[config.mk]
export PLATFORM = sky130hd
export DESIGN_NAME = picomips_ctrl_fsm
export DESIGN_NICKNAME = d
export VERILOG_FILES = /design/src/rtl/picomips_pkg.sv /design/src/rtl/sync2.sv /design/src/rtl/picomips_ctrl_fsm.sv
export SDC_FILE = /design/constraint.sdc
export NUM_CORES = 1
export LEC_CHECK = 0
export BUFFER_PORTS_ARGS = -buffer_cell sky130_fd_sc_hd__buf_4
export CELL_PAD_IN_SITES_DETAIL_PLACEMENT = 1
export CELL_PAD_IN_SITES_GLOBAL_PLACEMENT = 1
export CORE_UTILIZATION = 37
export CTS_BUF_LIST = sky130_fd_sc_hd__clkbuf_8
export DETAILED_ROUTE_END_ITERATION = 7
export MAX_ROUTING_LAYER = met4
export PLACE_DENSITY = 0.93
export SYNTH_ARGS = -nofsm -noshare
export SYNTH_HDL_FRONTEND = slang
export SYNTH_SLANG_ARGS = --single-unit
[constraint.sdc]
create_clock -name clk -period 3.95 [get_ports clk]
set_input_delay 0.5925 -clock clk [delete_from_list [all_inputs] [get_ports clk]]
set_output_delay 0.5925 -clock clk [all_outputs]
set_load 0.01 [all_outputs]
[src/rtl/picomips_pkg.sv]
// picomips_pkg: shared definitions for the picoMIPS control path.
//   - opcode values (top instruction bits), as plain integers so each user
//     can size them to its own opcode width
//   - flag bit positions within the ALU flag vector
//   - ctrl_state_t: sequencing states of picomips_ctrl_fsm
package picomips_pkg;

    // Opcodes (hex)
    localparam int NOP      = 'h00;
    localparam int ADD      = 'h01;
    localparam int SUB      = 'h02;
    localparam int ADDI     = 'h09;
    localparam int SUBI     = 'h0A;
    localparam int LDI      = 'h0F;
    localparam int J        = 'h10;
    localparam int STR      = 'h18;
    localparam int MULL_INT = 'h20;
    localparam int MULL_FLT = 'h21;
    localparam int BEQ      = 'h30;
    localparam int BNE      = 'h31;
    localparam int BGE      = 'h32;
    localparam int BLO      = 'h33;
    localparam int WAITSW   = 'h38;

    // Flag bit positions
    localparam int FLAG_C = 0;
    localparam int FLAG_Z = 1;
    localparam int FLAG_N = 2;
    localparam int FLAG_V = 3;

    typedef enum logic [1:0] {
        RUN        = 2'd0,
        MUL_WAIT   = 2'd1,
        SW_PRESS   = 2'd2,
        SW_RELEASE = 2'd3
    } ctrl_state_t;

endpackage

[src/rtl/sync2.sv]
// sync2: two-flop synchroniser for a single asynchronous input.
//   clk   in  sampling clock
//   rst_n in  asynchronous active-low reset (clears both stages)
//   d     in  asynchronous input
//   q     out synchronised output, two clk edges behind d
module sync2 (
    input  logic clk,
    input  logic rst_n,
    input  logic d,
    output logic q
);

    logic meta;

    always_ff @(posedge clk or negedge rst_n) begin
        if (!rst_n) begin
            meta <= 1'b0;
            q    <= 1'b0;
        end else begin
            meta <= d;
            q    <= meta;
        end
    end

endmodule

[src/rtl/picomips_ctrl_fsm.sv]
// picomips_ctrl_fsm: sequential instruction decoder for picoMIPS.
// Decodes the current opcode and the previous instruction's ALU flags into
// PC / ALU / immediate-mux / register-file controls, and sequences the
// multi-cycle instructions (multiply, wait-for-switch).
//   clk         in  system clock
//   nReset      in  asynchronous active-low reset
//   opcode      in  [OPW]    top bits of current instruction
//   flags       in  [NFLAGS] ALU flags (C,Z,N,V at bits 0..3)
//   sw8         in  raw user switch, synchronised internally
//   PCincr      out PC increments
//   PCabsbranch out PC loads absolute target
//   PCrelbranch out PC adds relative offset
//   ALUfunc     out [ALUW] ALU operation (low opcode bits)
//   imm         out immediate operand select
//   w1          out register write enable
//   w2          out store strobe
//   mul_start   out one-cycle multiplier launch
//   stall       out instruction not retiring this cycle
//   illegal     out sticky unimplemented-opcode indicator
module picomips_ctrl_fsm #(
    parameter int OPW     = 6,
    parameter int ALUW    = 3,
    parameter int NFLAGS  = 4,
    parameter int MUL_LAT = 4
) (
    input  logic              clk,
    input  logic              nReset,
    input  logic [OPW-1:0]    opcode,
    input  logic [NFLAGS-1:0] flags,
    input  logic              sw8,
    output logic              PCincr,
    output logic              PCabsbranch,
    output logic              PCrelbranch,
    output logic [ALUW-1:0]   ALUfunc,
    output logic              imm,
    output logic              w1,
    output logic              w2,
    output logic              mul_start,
    output logic              stall,
    output logic              illegal
);

    import picomips_pkg::*;

    // Counter only needs to hold MUL_LAT-2
    localparam int CW = (MUL_LAT > 1) ? $clog2(MUL_LAT) : 1;

    localparam logic [OPW-1:0] OP_NOP      = OPW'(NOP);
    localparam logic [OPW-1:0] OP_ADD      = OPW'(ADD);
    localparam logic [OPW-1:0] OP_SUB      = OPW'(SUB);
    localparam logic [OPW-1:0] OP_ADDI     = OPW'(ADDI);
    localparam logic [OPW-1:0] OP_SUBI     = OPW'(SUBI);
    localparam logic [OPW-1:0] OP_LDI      = OPW'(LDI);
    localparam logic [OPW-1:0] OP_J        = OPW'(J);
    localparam logic [OPW-1:0] OP_STR      = OPW'(STR);
    localparam logic [OPW-1:0] OP_MULL_INT = OPW'(MULL_INT);
    localparam logic [OPW-1:0] OP_MULL_FLT = OPW'(MULL_FLT);
    localparam logic [OPW-1:0] OP_BEQ      = OPW'(BEQ);
    localparam logic [OPW-1:0] OP_BNE      = OPW'(BNE);
    localparam logic [OPW-1:0] OP_BGE      = OPW'(BGE);
    localparam logic [OPW-1:0] OP_BLO      = OPW'(BLO);
    localparam logic [OPW-1:0] OP_WAITSW   = OPW'(WAITSW);

    ctrl_state_t   state, state_nxt;
    logic [CW-1:0] cnt, cnt_nxt;
    logic          ill_q, ill_set;
    logic          sw8_s;

    // Raw controls before reset gating
    logic incr_c, abs_c, rel_c, imm_c, w1_c, w2_c, ms_c, stall_c;

    // V flag and any extra flag bits are not used by this branch set
    logic unused_flags;
    assign unused_flags = ^flags;

    sync2 u_sync_sw8 (
        .clk   (clk),
        .rst_n (nReset),
        .d     (sw8),
        .q     (sw8_s)
    );

    always_ff @(posedge clk or negedge nReset) begin
        if (!nReset) begin
            state <= RUN;
            cnt   <= '0;
            ill_q <= 1'b0;
        end else begin
            state <= state_nxt;
            cnt   <= cnt_nxt;
            ill_q <= ill_q | ill_set;
        end
    end

    always_comb begin
        state_nxt = state;
        cnt_nxt   = cnt;
        ill_set   = 1'b0;
        incr_c    = 1'b0;
        abs_c     = 1'b0;
        rel_c     = 1'b0;
        imm_c     = 1'b0;
        w1_c      = 1'b0;
        w2_c      = 1'b0;
        ms_c      = 1'b0;
        stall_c   = 1'b0;

        case (state)
            RUN: begin
                incr_c = 1'b1;
                case (opcode)
                    OP_NOP: ;
                    OP_ADD, OP_SUB: w1_c = 1'b1;
                    OP_ADDI, OP_SUBI, OP_LDI: begin
                        w1_c  = 1'b1;
                        imm_c = 1'b1;
                    end
                    OP_STR: w2_c = 1'b1;
                    OP_J: begin
                        incr_c = 1'b0;
                        abs_c  = 1'b1;
                    end
                    OP_MULL_INT, OP_MULL_FLT: begin
                        ms_c = 1'b1;
                        if (MUL_LAT == 1) begin
                            // Single-cycle multiply retires immediately
                            w1_c = 1'b1;
                        end else begin
                            incr_c    = 1'b0;
                            stall_c   = 1'b1;
                            // Issue cycle counts as one; MUL_WAIT runs
                            // cnt down to 0 then retires.
                            cnt_nxt   = CW'(MUL_LAT - 2);
                            state_nxt = MUL_WAIT;
                        end
                    end
                    OP_BEQ, OP_BNE, OP_BGE, OP_BLO: begin
                        logic take;
                        take = 1'b0;
                        case (opcode)
                            OP_BEQ:  take =  flags[FLAG_Z];
                            OP_BNE:  take = !flags[FLAG_Z];
                            OP_BGE:  take = !flags[FLAG_N];
                            default: take =  flags[FLAG_C];
                        endcase
                        if (take) begin
                            incr_c = 1'b0;
                            rel_c  = 1'b1;
                        end
                    end
                    OP_WAITSW: begin
                        incr_c    = 1'b0;
                        stall_c   = 1'b1;
                        state_nxt = SW_PRESS;
                    end
                    default: ill_set = 1'b1;  // behaves as NOP
                endcase
            end

            MUL_WAIT: begin
                if (cnt == '0) begin
                    w1_c      = 1'b1;
                    incr_c    = 1'b1;
                    state_nxt = RUN;
                end else begin
                    stall_c = 1'b1;
                    cnt_nxt = cnt - CW'(1);
                end
            end

            // A switch already held at issue must be seen released before
            // retiring, hence the separate press and release phases.
            SW_PRESS: begin
                stall_c = 1'b1;
                if (sw8_s) state_nxt = SW_RELEASE;
            end

            SW_RELEASE: begin
                if (!sw8_s) begin
                    incr_c    = 1'b1;
                    state_nxt = RUN;
                end else begin
                    stall_c = 1'b1;
                end
            end

            default: state_nxt = RUN;
        endcase
    end

    // Controls are held inactive while reset is asserted
    assign PCincr      = nReset & incr_c;
    assign PCabsbranch = nReset & abs_c;
    assign PCrelbranch = nReset & rel_c;
    assign imm         = nReset & imm_c;
    assign w1          = nReset & w1_c;
    assign w2          = nReset & w2_c;
    assign mul_start   = nReset & ms_c;
    assign stall       = nReset & stall_c;
    assign illegal     = nReset & ill_q;
    assign ALUfunc     = opcode[ALUW-1:0];

endmodule
==> impl_metrics.json, run 1 <==
{
  "status": "finished clean",
  "yosysTopAreaCellShare_pct": 28.0,
  "grt_setup_unrepaired": "false",
  "synth_area_sq_um": 626,
  "initial_core_util_pct": 40.6,
  "tns_ns": 0,
  "synthMuxAreaShare_pct": 0,
  "path_class": "reg2out",
  "post_drt_wl_per_cell_um": 14.9,
  "startpoint_type": "register",
  "die-area_sq_um": 1860,
  "io_pins": 25,
  "antenna_found_initial": 0,
  "final_layout_size_suffix_gt1_share_pct": 33.0,
  "seqPwrFrac_pct": 29.3,
  "dp_cells": 109,
  "finalInstanceArea_sq_um": 811,
  "peakVddDrop_mv": 0.405,
  "drc": 0,
  "num-fill-cells": 202,
  "crit_arrival_ns": 1.75,
  "die_w_um": 43.1,
  "yosys_warnings": 0,
  "rows": 14,
  "fmax_mhz": 428,
  "cts_buffers": 3,
  "clk_path_buf_depth": 2,
  "grt_pass1_vias": 610,
  "synth-seq-cells": 7,
  "routed_via_density": 5.67,
  "synth_commonest_cells": "nand2_1, dfrtp_1, inv_1",
  "die_h_um": 43.1,
  "clock_latency_ns": 0.23,
  "area_growth_pct": 29.6,
  "cp-end-kind": "output pin",
  "maxSlewHeadroom_pct": 77.5,
  "grt_start_max_net_pins": 15,
  "synthFlopType": "dfrtp_1",
  "wl_um": 1680,
  "yosys.cell_types.count": 38,
  "yosys.area.top_type": "dfrtp_1",
  "synthXorXnorAreaFrac_pct": 2.80,
  "syn_inst": 77,
  "final_nets": 112,
  "cts_hold_repair.buffers": 0,
  "drtIter0Drc": 4,
  "groute.usage.overall_pct": 20.1,
  "switching_share_pct": 39.6,
  "synthSimpleGateAreaFrac_pct": 27.0,
  "max_cap_viol_count": 0,
  "skew_ns": 0.00135,
  "final_util_pct": 52.6,
  "grt.overflow.total": 0,
  "cts_tree": "built",
  "placed_area_sq_um": 764,
  "diodes": 0,
  "ys_seq_area_share_pct": 28.0,
  "synth_most_common_cell": "nand2_1",
  "io_buffers": 23,
  "cts_setup_buffers": 0,
  "power_density_nw_per_um2": 490,
  "timing.final.crit_share_pct": 59.2,
  "combPwrFrac_pct": 45.5,
  "synth-compound-area-share_pct": 27.4,
  "firstDrtPassIters": 4,
  "finalSetupViolations": 0,
  "htree_levels": 1,
  "synth_area_leaders": "dfrtp_1, buf_4, nand2_1",
  "pwr-share-clk_pct": 25.2,
  "avgSynthCellArea_sq_um": 8.12,
  "place_hpwl_um": 1310,
  "worst_pin_slew_ns": 0.337,
  "synth_fp_nets": 91,
  "crit_required_ns": 3.36,
  "grt_pass1_wl_um": 2690,
  "maxSlewViolCount": 0,
  "synthArstFlopShare_pct": 100,
  "synth_top_family_by_area": "compound AO/OA/AOI/OAI gates",
  "synth_edf_count": 0,
  "clkTransAtPathRegs_ns": 0.04,
  "rr_worst_depth": 3,
  "stdcell_count": 113,
  "hold_path_class": "in2async",
  "p_int_mw": 0.240,
  "synth_adder_area_share_pct": 2.00,
  "cts.sinks": 7,
  "critPathMaxFanout": 5,
  "routabilityCongestion": 0.768,
  "final.min_clock_period_ns": 2.34,
  "final_antenna_net_count": 0,
  "dr_total_vias": 641,
  "cts_resized": 0,
  "p_switching_mw": 0.157,
  "leakage_nw": 0.376,
  "finalHoldViolCount": 0,
  "root_buffer": "clkbuf_8",
  "core-area_sq_um": 1540
}
path summary, 6_finish.rpt:
path                            startpoint            to  slack (ns)
max                                 cnt[0]         stall        1.61
min                                 nReset        cnt[0]        0.19
max reg2reg                       state[0]         ill_q        2.70
min reg2reg                u_sync_sw8.meta  u_sync_sw8.q        0.36
max in group asynchronous           nReset      state[0]        3.62
min in group clk           u_sync_sw8.meta  u_sync_sw8.q        0.36
sequential cells by signal (all words and copies together) (netlist names):
signal	cells
cnt	2
state	2
ill_q	1
u_sync_sw8.meta	1
u_sync_sw8.q	1
logic make-up after synthesis:
| logic type | after synthesis |
|---|---|
| AO/OA/AOI/OAI | 23 |
| XOR/XNOR | 2 |
| adder cells (fa/ha/maj) | 1 |
| buffers and inverters | 14 |
| flip-flops | 7 |
| AND/OR/NAND/NOR | 30 |
layout by cell type (no fill, tap or decap), types with 2 or more instances in the layout:
cell      Yosys  layout
a21oi_1       2       2
a31oi_1       3       3
buf_4         5      23
clkbuf_8      0       3
dfrtp_1       7       7
inv_1         7       7
nand2_1       8       8
nand3_1       2       2
nand3b_1      2       2
nor2_1        4       4
nor3_1        3       3
nor4_1        2       2
o21a_1        2       2
o21ai_0       4       4
o31ai_1       2       2
metal layers:
| metal | wire (um) | GRT usage (%) | up-vias |
|---|---|---|---|
| met5 | 0 | - | - |
| met4 | 6 | 1.82 | 0 |
| met3 | 88 | 7.66 | 2 |
| met2 | 857 | 35.8 | 16 |
| met1 | 728 | 21.8 | 306 |
| li1 | - | - | 317 |
power groups by stage:
stage / clock network, mW / registers [mW] / logic [mW]
3_3_place_gp: 0 / 0.115 / 0.169
2_1_floorplan: 0 / 0.101 / 0.139
6_report: 0.100 / 0.116 / 0.181
5_1_grt: 0.106 / 0.120 / 0.205
3_5_place_dp: 0 / 0.117 / 0.178
4_1_cts: 0.102 / 0.116 / 0.182
critical path: stages (launching register included):
cell and delay, ns:
dfrtp_1 0.39, inv_1 0.10, ha_1 0.25, inv_1 0.09, o21ai_0 0.28, nand2_1 0.08, and3_1 0.20, buf_4 0.14
layout make-up:
class / instances / area [sq um] / share of cell area (%)
Multi-Input combinational cell: 56 / 370 / 45.7
Sequential cell: 7 / 175 / 21.6
Timing Repair Buffer: 23 / 173 / 21.3
Clock buffer: 3 / 41.3 / 5.09
Inverter: 7 / 26.3 / 3.24
Tap cell: 16 / 20.0 / 2.47
Clock inverter: 1 / 5.00 / 0.617
metrics by stage:
stage / power [mW] / setup WS, ns / hold slack, ns
6_report: 0.397 / 1.61 / 0.189
5_1_grt: 0.430 / 1.50 / 0.194
4_1_cts: 0.401 / 1.61 / 0.190
3_5_place_dp: 0.295 / 1.64 / 0.347
3_3_place_gp: 0.283 / 1.68 / 0.342
2_1_floorplan: 0.240 / 1.88 / 0.297
Power figures use the tool's default switching activity.
==> inputs of run 2 (changes only) <==
--- a/config.mk
+++ b/config.mk
@@ -8,11 +8,11 @@
 export BUFFER_PORTS_ARGS = -buffer_cell sky130_fd_sc_hd__buf_4
 export CELL_PAD_IN_SITES_DETAIL_PLACEMENT = 1
 export CELL_PAD_IN_SITES_GLOBAL_PLACEMENT = 1
-export CORE_UTILIZATION = 37
+export CORE_UTILIZATION = 31
 export CTS_BUF_LIST = sky130_fd_sc_hd__clkbuf_8
 export DETAILED_ROUTE_END_ITERATION = 7
 export MAX_ROUTING_LAYER = met4
-export PLACE_DENSITY = 0.93
+export PLACE_DENSITY = 0.84
 export SYNTH_ARGS = -nofsm -noshare
 export SYNTH_HDL_FRONTEND = slang
 export SYNTH_SLANG_ARGS = --single-unit
==> constraint.sdc (replaced) <==
create_clock -name clk -period 2.1 [get_ports clk]
set_input_delay 0.315 -clock clk [delete_from_list [all_inputs] [get_ports clk]]
set_output_delay 0.315 -clock clk [all_outputs]
set_load 0.01 [all_outputs]
==> impl_metrics.json, run 2 (synthesized netlist as in run 1, its figures left out) <==
{
  "final_layout_size_suffix_gt1_share_pct": 33.3,
  "routabilityCongestion": 0.760,
  "max_stage_delay_ns": 0.38,
  "placed_area_sq_um": 783,
  "wl_um": 1650,
  "crit_arrival_ns": 1.64,
  "combPwrFrac_pct": 48.8,
  "antenna_found_initial": 0,
  "drtIter0Drc": 9,
  "cts.sinks": 7,
  "cp-end-kind": "output pin",
  "fmax_mhz": 512,
  "diodes": 0,
  "crit_family": "flip-flops",
  "worst_pin_slew_ns": 0.288,
  "max_cap_viol_count": 0,
  "multiInputGateArea_sq_um": 370,
  "switching_share_pct": 38.7,
  "firstDrtPassIters": 4,
  "post_drt_wl_per_cell_um": 13.3,
  "finalHoldViolCount": 0,
  "maxSlewViolCount": 0,
  "skew_ns": 0.000888,
  "area_growth_pct": 34.2,
  "pwr-share-clk_pct": 25.4,
  "initial_core_util_pct": 34.7,
  "dr_total_vias": 641,
  "slowest_stage": "dfrtp_1",
  "timing.final.crit_share_pct": 93.0,
  "cts_buffers": 3,
  "place_hpwl_um": 1290,
  "clock_latency_ns": 0.23,
  "seqPwrFrac_pct": 25.8,
  "final_nets": 114,
  "clkTransAtPathRegs_ns": 0.04,
  "io_buffers": 23,
  "final_cell_mix": "buf_4, nand2_1, inv_1, dfrtp_1",
  "final_util_pct": 46.6,
  "critical_path.most_common_cell": "inv_1",
  "cts_tree": "built",
  "critPathMaxFanout": 5,
  "layout_commonest_cell": "buf_4",
  "p_switching_mw": 0.292,
  "die_h_um": 46.9,
  "finalSetupViolations": 0,
  "drc": 0,
  "status": "finished clean",
  "grt_pass1_wl_um": 2740,
  "leakage_nw": 0.385,
  "grt_pass1_vias": 636,
  "grt.overflow.total": 0,
  "root_buffer": "clkbuf_8",
  "power_density_nw_per_um2": 901,
  "startpoint_type": "register",
  "stdcell_count": 124,
  "peakVddDrop_mv": 0.622,
  "die-area_sq_um": 2200,
  "holdWs_ns": 0.195,
  "io_pins": 25,
  "die_w_um": 46.9,
  "top_regs": "cnt (2), state (2)",
  "path_class": "reg2out",
  "dp_cells": 119,
  "core-area_sq_um": 1800,
  "p_int_mw": 0.464,
  "finalInstanceArea_sq_um": 840,
  "worstPathBufferInverterCount": 3,
  "clk_path_buf_depth": 2,
  "rows": 15,
  "seq_area_sq_um": 175,
  "hold_path_class": "in2reg",
  "path_cells": "inv_1 > ha_1 > inv_1 > o21ai_0 > nand2_1 > and3_1 > buf_4",
  "final.min_clock_period_ns": 1.95,
  "grt_start_max_net_pins": 15,
  "maxSlewHeadroom_pct": 80.7,
  "crit_required_ns": 1.78,
  "num-fill-cells": 234,
  "routed_via_density": 5.17,
  "tns_ns": 0,
  "htree_levels": 1,
  "grt_setup_unrepaired": "false",
  "final_antenna_net_count": 0,
  "groute.usage.overall_pct": 18.5
}
run 2: changes by cell type in the layout (fill, tap and decap cells not counted):
| cell | previous run | this run |
|---|---|---|
| buf_4 | 23 | 24 |
| dlygate4sd3_1 | 0 | 1 |
run 2: repair_timing:
action                                 4_1_cts  5_1_grt
resized for setup                            0        0
hold buffers                                 1        0
endpoints found under the hold margin        7        0
setup buffers                                0        0
run 2: cell type report:
class / count / area share, %
Multi-Input combinational cell: 56 / 44.1
Sequential cell: 7 / 20.9
Timing Repair Buffer: 25 / 22.7
Clock buffer: 3 / 4.92
Inverter: 7 / 3.13
Tap cell: 25 / 3.73
Clock inverter: 1 / 0.596
run 2: per-layer routing:
metal / GRT usage, % / share of wire (%)
met1: 22.5 / 44
met2: 29.4 / 51
met3: 6.92 / 4.5
met4: 3.43 / 0.24
met5: - / 0
run 2: power by group through the flow:
stage          Combinational (mW)  Clock (mW)  Sequential (mW)
2_1_floorplan               0.261           0            0.190
3_3_place_gp                0.355           0            0.193
3_5_place_dp                0.370           0            0.196
4_1_cts                     0.376       0.198            0.194
5_1_grt                     0.417       0.207            0.200
6_report                    0.369       0.192            0.195
run 2: metrics by stage:
stage,worst slack (ns),power [mW]
CTS,0.122,0.768
floorplan,0.585,0.451
global placement,0.408,0.548
finish,0.147,0.756
detailed placement,0.358,0.566
global route,0.0149,0.825
run 2: final timing paths:
check                                startpoint  cells past startpoint         endpoint  slack (ns)
worst max-delay path                     cnt[0]                      7            stall        0.15
worst min-delay path                        sw8                      1  u_sync_sw8.meta        0.19
worst max register to register         state[1]                      3            ill_q        0.89
worst min register to register  u_sync_sw8.meta                      0     u_sync_sw8.q        0.35
max in group asynchronous                nReset                      2  u_sync_sw8.meta        1.49
min in group asynchronous                nReset                      2           cnt[0]        0.46
